==> src/rtl/sw_mode_ctrl_if.sv <==
// ============================================================================
// Module  : sw_mode_ctrl_if
// Brief   : Button/tick inputs and mode outputs of the stopwatch mode
//           controller. Optional lap_cnt field under SW_LAP_COUNT_EN.
// Revision: 1.0 - initial release
// ============================================================================
`default_nettype none
`timescale 1ns/1ps

interface sw_mode_ctrl_if;
  logic       det0;
  logic       det1;
  logic       det2;
  logic       ms_tick;
  logic [2:0] state;
  logic       run_en;
  logic       clr;
  logic       lap_cap;
  logic       freeze;
`ifdef SW_LAP_COUNT_EN
  logic [3:0] lap_cnt;
`endif

  modport master (
    output det0, det1, det2, ms_tick,
`ifdef SW_LAP_COUNT_EN
    input  lap_cnt,
`endif
    input  state, run_en, clr, lap_cap, freeze
  );

  modport slave (
    input  det0, det1, det2, ms_tick,
`ifdef SW_LAP_COUNT_EN
    output lap_cnt,
`endif
    output state, run_en, clr, lap_cap, freeze
  );
endinterface

`default_nettype wire

==> src/rtl/sw_mode_ctrl.sv <==
// ============================================================================
// Module  : sw_mode_ctrl
// Brief   : Stopwatch mode controller: run/stop/clear sequencing and timed
//           lap-view freeze. Optional lap counter under SW_LAP_COUNT_EN.
// Revision: 1.0 - initial release
// ============================================================================
`default_nettype none
`timescale 1ns/1ps

module sw_mode_ctrl #(
  parameter int LAP_HOLD_MS = 3000,
  parameter int HOLD_W      = 12,
  parameter int LAP_MAX     = 15
) (
  input  wire logic     mclk,
  input  wire logic     rst_n,
  sw_mode_ctrl_if.slave bus
);

  typedef enum logic [2:0] {
    ST_IDLE = 3'd0,
    ST_RUN  = 3'd1,
    ST_STOP = 3'd2,
    ST_LAP  = 3'd3
  } state_t;

  localparam int              C_HOLD_LAST_I = (LAP_HOLD_MS > 0) ? LAP_HOLD_MS - 1 : 0;
  localparam logic [HOLD_W-1:0] c_hold_last = C_HOLD_LAST_I[HOLD_W-1:0];
  localparam logic              c_hold_en   = (LAP_HOLD_MS != 0);

  if ((LAP_MAX < 0) || (LAP_MAX > 15) || ((2 ** HOLD_W) <= LAP_HOLD_MS)) begin : g_cfg_check
    $error("sw_mode_ctrl: LAP_MAX must fit 4 bits and 2**HOLD_W must exceed LAP_HOLD_MS");
  end

  state_t            r_state;
  state_t            w_nxt;
  logic              r_run_en;
  logic              r_clr;
  logic              r_lap_cap;
  logic              r_freeze;
  logic [HOLD_W-1:0] r_hold;
  logic              w_clr;
  logic              w_cap;
  logic              w_timeout;

  // Higher-priority events fully shadow lower ones; nothing is queued.
  always_comb begin
    w_nxt     = r_state;
    w_clr     = 1'b0;
    w_cap     = 1'b0;
    w_timeout = c_hold_en && bus.ms_tick && (r_hold == c_hold_last);
    if (bus.det2) begin
      w_nxt = ST_IDLE;
      w_clr = 1'b1;
    end else begin
      case (r_state)
        ST_IDLE: begin
          if (bus.det0)      w_nxt = ST_RUN;
          else if (bus.det1) w_clr = 1'b1;
        end
        ST_RUN: begin
          if (bus.det0) begin
            w_nxt = ST_STOP;
          end else if (bus.det1) begin
            w_nxt = ST_LAP;
            w_cap = 1'b1;
          end
        end
        ST_LAP: begin
          if (bus.det0)      w_nxt = ST_STOP;
          else if (bus.det1) w_cap = 1'b1;
          else if (w_timeout) w_nxt = ST_RUN;
        end
        ST_STOP: begin
          if (bus.det0) begin
            w_nxt = ST_RUN;
          end else if (bus.det1) begin
            w_nxt = ST_IDLE;
            w_clr = 1'b1;
          end
        end
        default: begin
          w_nxt = ST_IDLE;
          w_clr = 1'b1;
        end
      endcase
    end
  end

  // Outputs decode from the next state so they move on the same edge as state.
  always_ff @(posedge mclk or negedge rst_n) begin
    if (!rst_n) begin
      r_state   <= ST_IDLE;
      r_run_en  <= 1'b0;
      r_clr     <= 1'b0;
      r_lap_cap <= 1'b0;
      r_freeze  <= 1'b0;
      r_hold    <= '0;
    end else begin
      r_state   <= w_nxt;
      r_run_en  <= (w_nxt == ST_RUN) || (w_nxt == ST_LAP);
      r_freeze  <= (w_nxt == ST_LAP);
      r_clr     <= w_clr;
      r_lap_cap <= w_cap;
      if ((w_nxt != ST_LAP) || w_cap) begin
        r_hold <= '0;
      end else if (bus.ms_tick) begin
        r_hold <= r_hold + 1'b1;
      end
    end
  end

  assign bus.state   = r_state;
  assign bus.run_en  = r_run_en;
  assign bus.clr     = r_clr;
  assign bus.lap_cap = r_lap_cap;
  assign bus.freeze  = r_freeze;

`ifdef SW_LAP_COUNT_EN
  localparam logic [3:0] c_lap_max = LAP_MAX[3:0];
  logic [3:0] r_lap_cnt;

  always_ff @(posedge mclk or negedge rst_n) begin
    if (!rst_n) begin
      r_lap_cnt <= 4'd0;
    end else if (w_clr) begin
      r_lap_cnt <= 4'd0;
    end else if (w_cap && (r_lap_cnt < c_lap_max)) begin
      r_lap_cnt <= r_lap_cnt + 4'd1;
    end
  end

  assign bus.lap_cnt = r_lap_cnt;
`endif

endmodule

`default_nettype wire

==> src/flat_wrapper.sv <==
// flat-port wrapper written by rule: the top's interface ports become plain ports
module sw_mode_ctrl_flat 
#(
  parameter int LAP_HOLD_MS = 3000,
  parameter int HOLD_W      = 12,
  parameter int LAP_MAX     = 15
)
  (mclk, rst_n, bus_det0, bus_det1, bus_det2, bus_ms_tick, bus_state, bus_run_en, bus_clr, bus_lap_cap, bus_freeze);
  sw_mode_ctrl_if bus_i ();
  input  wire logic mclk;
  input  wire logic rst_n;
  input wire logic [$bits(bus_i.det0)-1:0] bus_det0;
  input wire logic [$bits(bus_i.det1)-1:0] bus_det1;
  input wire logic [$bits(bus_i.det2)-1:0] bus_det2;
  input wire logic [$bits(bus_i.ms_tick)-1:0] bus_ms_tick;
  output wire logic [$bits(bus_i.state)-1:0] bus_state;
  output wire logic [$bits(bus_i.run_en)-1:0] bus_run_en;
  output wire logic [$bits(bus_i.clr)-1:0] bus_clr;
  output wire logic [$bits(bus_i.lap_cap)-1:0] bus_lap_cap;
  output wire logic [$bits(bus_i.freeze)-1:0] bus_freeze;
  assign bus_i.det0 = bus_det0;
  assign bus_i.det1 = bus_det1;
  assign bus_i.det2 = bus_det2;
  assign bus_i.ms_tick = bus_ms_tick;
  assign bus_state = bus_i.state;
  assign bus_run_en = bus_i.run_en;
  assign bus_clr = bus_i.clr;
  assign bus_lap_cap = bus_i.lap_cap;
  assign bus_freeze = bus_i.freeze;
  sw_mode_ctrl #(.LAP_HOLD_MS(LAP_HOLD_MS), .HOLD_W(HOLD_W), .LAP_MAX(LAP_MAX)) u_core (.mclk(mclk), .rst_n(rst_n), .bus(bus_i));
endmodule
==> config.mk <==
export PLATFORM = sky130hd
export DESIGN_NAME = sw_mode_ctrl_flat
export DESIGN_NICKNAME = d
export VERILOG_FILES = /design/src/rtl/sw_mode_ctrl_if.sv /design/src/rtl/sw_mode_ctrl.sv /design/src/flat_wrapper.sv
export SDC_FILE = /design/constraint.sdc
export NUM_CORES = 1
export LEC_CHECK = 0
export ABC_AREA = 1
export CAP_MARGIN = 20
export CORE_ASPECT_RATIO = 1.25
export CORE_UTILIZATION = 35
export CTS_CLUSTER_SIZE = 25
export DETAILED_ROUTE_END_ITERATION = 10
export PLACE_DENSITY = 0.57
export SLEW_MARGIN = 15
export SYNTH_ARGS = -nofsm -noshare
export SYNTH_HDL_FRONTEND = slang
export SYNTH_SLANG_ARGS = --single-unit
export TNS_END_PERCENT = 50
==> constraint.sdc <==
create_clock -name mclk -period 1.5 [get_ports mclk]
set_clock_uncertainty 0.2 [all_clocks]
set_input_delay 0.3 -clock mclk [delete_from_list [all_inputs] [get_ports mclk]]
set_output_delay 0.3 -clock mclk [all_outputs]
set_load 0.02 [all_outputs]
==> flow_summary_export.csv <==
group,metric,value,unit
layout,area_growth,36.4,%
critical_path,worstPathMaxFanout,10,
synth,synth.ff_latch_count,19,
routing,wl_per_cell,10.9,um
pwr,power.density,643,nW/um2
sta,fin_crit,1.68,ns
clock_network,tritoncts,"done",
placed_design,post-place-ws,-0.481,ns
synth,ys_seq_area_share,47.3,%
routing,first_pass_iters,4,
clock_network,cts_root_buffer,"clkbuf_4",
synth,yosysMostFrequentCell,"dfrtp_1",
synth,synth_area,1000,um2
placed_design,gp_congestion,0.734,
die,initial_utilization,37.1,%
synth,synthArstFlopShare,100,%
critical_path,cp-end-kind,"flop",
synth,yosysTopAreaCell,"dfrtp_1",
clock_network,clk_pin_slew_worst_paths,0.10,ns
sta,maxSlewViolCount,0,
routing,drc_errors,0,
critical_path,cp.required,1.54,ns
die,rows,21,
sta,setup_ws,-0.176,ns
sta,period_share,112,%
clock_network,h-tree-depth,1,
pwr,peakVddDrop,0.400,mV
pwr,p_int,0.668,mW
pwr,p_switching,0.213,mW
grt,track_usage,16.2,%
clock_network,cts_buffers,3,
grt,grt_max_degree,20,
routing,postRouteAntennaNets,0,
die,die-height,61.9,um
synth,synth_area_leaders,"dfrtp_1 (47%), nor2_2 (6.8%), nand2_1 (6.4%)",
placed_design,port_buffers,12,
clock_network,cts_hold_buf,0,
grt,grt-ovfl-total,0,
synth,syn_inst,110,
pwr,power.total,0.881,mW
synth,synth.avg_cell_area,9.13,um2
pwr,combPwrFrac,10.7,%
pwr,leakagePower,0.599,nW
layout,diodes,0,
routing,wirelength,2.02,mm
routing,drt_iter0_markers,10,
clock_network,ctsLongestPathBuffers,2,
pwr,seq_power_share,59.4,%
sta,max_clock_freq,597,MHz
sta,finalHoldViolCount,0,
synth,yosys-top-cells-count,"dfrtp_1 (19), nand2_1 (17), nor2_1 (13), nor2_2 (11), inv_1 (9)",
job,cap_violations,0,
routing,via_per_inst,4.46,
layout,fin_util,50.6,%
die,chipWidth,49.9,um
sta,setup_viol,13,
status,outcome,"finished with violations",
status,violations,"negative setup slack",
synth,synth_top_area_share,47.3,%
layout,stdcell_area,1370,um2
synth,synth_flop_cell,"dfrtp_1",
synth,synth_warnings,0,
placed_design,hpwlAfterDp,1.54,mm
grt,grt_pass1_vias,851,
grt,antenna_found_initial,0,
layout,drive_gt1_share,41.7,%
routing,num_vias,826,
pwr,switching_share,24.2,%
sta,rsz0062_at_grt,"true",
critical_path,crit_chain,"ha_2 > inv_2 > nor2_1 > nand2_1 > nor2_1 > nand2_1 > nand2_2 > a21boi_2 > nand2_2 > buf_12 > nor2_2",
die,ios,13,
clock_network,cts_sinks,19,
placed_design,post_dp_cell_area,1360,um2
critical_path,path_class,"flop to flop",
synth,synth-edff-count,0,
pwr,p_clk_share,29.8,%
die,fp.dieArea,3090,um2
clock_network,clk_latency,0.30,ns
synth,synth_nets,117,
layout,nets,159,
die,coreArea,2710,um2
critical_path,startpoint_type,"flop",
critical_path,crit_slowest_cell,"dfrtp_1",
critical_path,cp.arrival,1.72,ns
grt,grt_pass1_wl,3.65,mm
synth,synth_cell_types,23,
critical_path,critPathMaxStageDelay,0.40,ns
sta,setup_tns,-1.96,ns
min_path,holdCritPathClass,"input port to async pin",
per-stage QoR:
step / std cells / hold WS [ns]
after floorplan: 110 / -0.196
after global placement: 180 / 0.320
after detailed placement: 180 / 0.333
after CTS: 185 / 0.129
after global routing: 185 / 0.135
final: 185 / 0.129
area by class of cell:
| type | count | area [um2] |
|---|---|---|
| Clock buffer | 4 | 26.3 |
| Fill cell | 269 | 1340 |
| Inverter | 12 | 45.0 |
| Multi-Input combinational cell | 77 | 468 |
| Sequential cell | 19 | 478 |
| Tap cell | 34 | 42.5 |
| Timing Repair Buffer | 39 | 310 |
placed cells by master (no fill, tap or decap), types with 2 or more instances in the layout:
master,n
buf_4,26
nand2_1,17
dfrtp_1,17
nor2_1,13
nor2_2,11
inv_1,8
xor2_1,6
clkdlybuf4s50_1,5
inv_2,4
nand3_1,4
nor3_1,3
a21oi_1,3
nand4_1,3
xnor2_1,3
clkbuf_4,3
buf_2,3
nor3_2,2
nand2_2,2
nor2_4,2
clkdlybuf4s15_1,2
clkbuf_2,2
dfrtp_2,2
critical path: cells and delay by family (launching register included):
family                   cells  cell delay [ns]
flip-flops                   1             0.40
AND/OR/NAND/NOR              7             0.44
buffers and inverters        2             0.23
AO/OA/AOI/OAI                1             0.15
adder cells (fa/ha/maj)      1             0.20
flip-flops by register name, indices dropped and copies added, names as in the netlist:
register / flops
u_core.bus.run_en: 1
u_core.bus.state: 3
u_core.bus.freeze: 1
u_core.bus.lap_cap: 1
u_core.bus.clr: 1
u_core.r_hold: 12
per-layer routing:
| metal | up-vias | part of all wire [%] | global-route usage, % | wire, um |
|---|---|---|---|---|
| met3 | 5 | 3.5 | 2.19 | 70 |
| met2 | 18 | 52 | 31.3 | 1050 |
| li1 | 425 | - | - | - |
| met5 | - | 0 | 0 | 0 |
| met4 | 0 | 2.3 | 9.80 | 47 |
| met1 | 378 | 42 | 17.0 | 849 |
repair_timing:
action                     CTS  global route
pin swaps                    0             0
setup endpoints to repair   19            18
setup buffers                1             0
gates resized for setup     18             6
gates cloned                 0             0
path summary, 6_finish.rpt:
check,start,endpoint,slack (ns),cells past startpoint
max,u_core.r_hold[1],u_core.r_hold[6],-0.18,11
min,rst_n,u_core.bus.freeze,0.13,2
max reg2reg,u_core.r_hold[1],u_core.r_hold[6],-0.18,11
min reg2reg,u_core.r_hold[11],u_core.r_hold[11],0.35,2
max in group asynchronous,rst_n,u_core.bus.state[2],0.75,2
min in group mclk,u_core.r_hold[11],u_core.r_hold[11],0.35,2
power groups by stage:
| stage | sequential [mW] | combinational, mW | clock, mW |
|---|---|---|---|
| 3_3_place_gp | 0.534 | 0.0987 | 0 |
| 3_5_place_dp | 0.534 | 0.0992 | 0 |
| 5_1_grt | 0.525 | 0.104 | 0.297 |
| 4_1_cts | 0.524 | 0.0964 | 0.278 |
| 6_report | 0.524 | 0.0944 | 0.263 |
| 2_1_floorplan | 0.541 | 0.0293 | 0 |
kinds of logic after synthesis:
family,share of synthesized area (%)
buf+inv,6.72
mux,1.99
xor+xnor,7.85
flops,47.3
other cells,0.373
compound gates,5.60
fa+ha+maj,1.25
simple gates,28.9
Note: power is estimated with default switching activity, not from simulation.
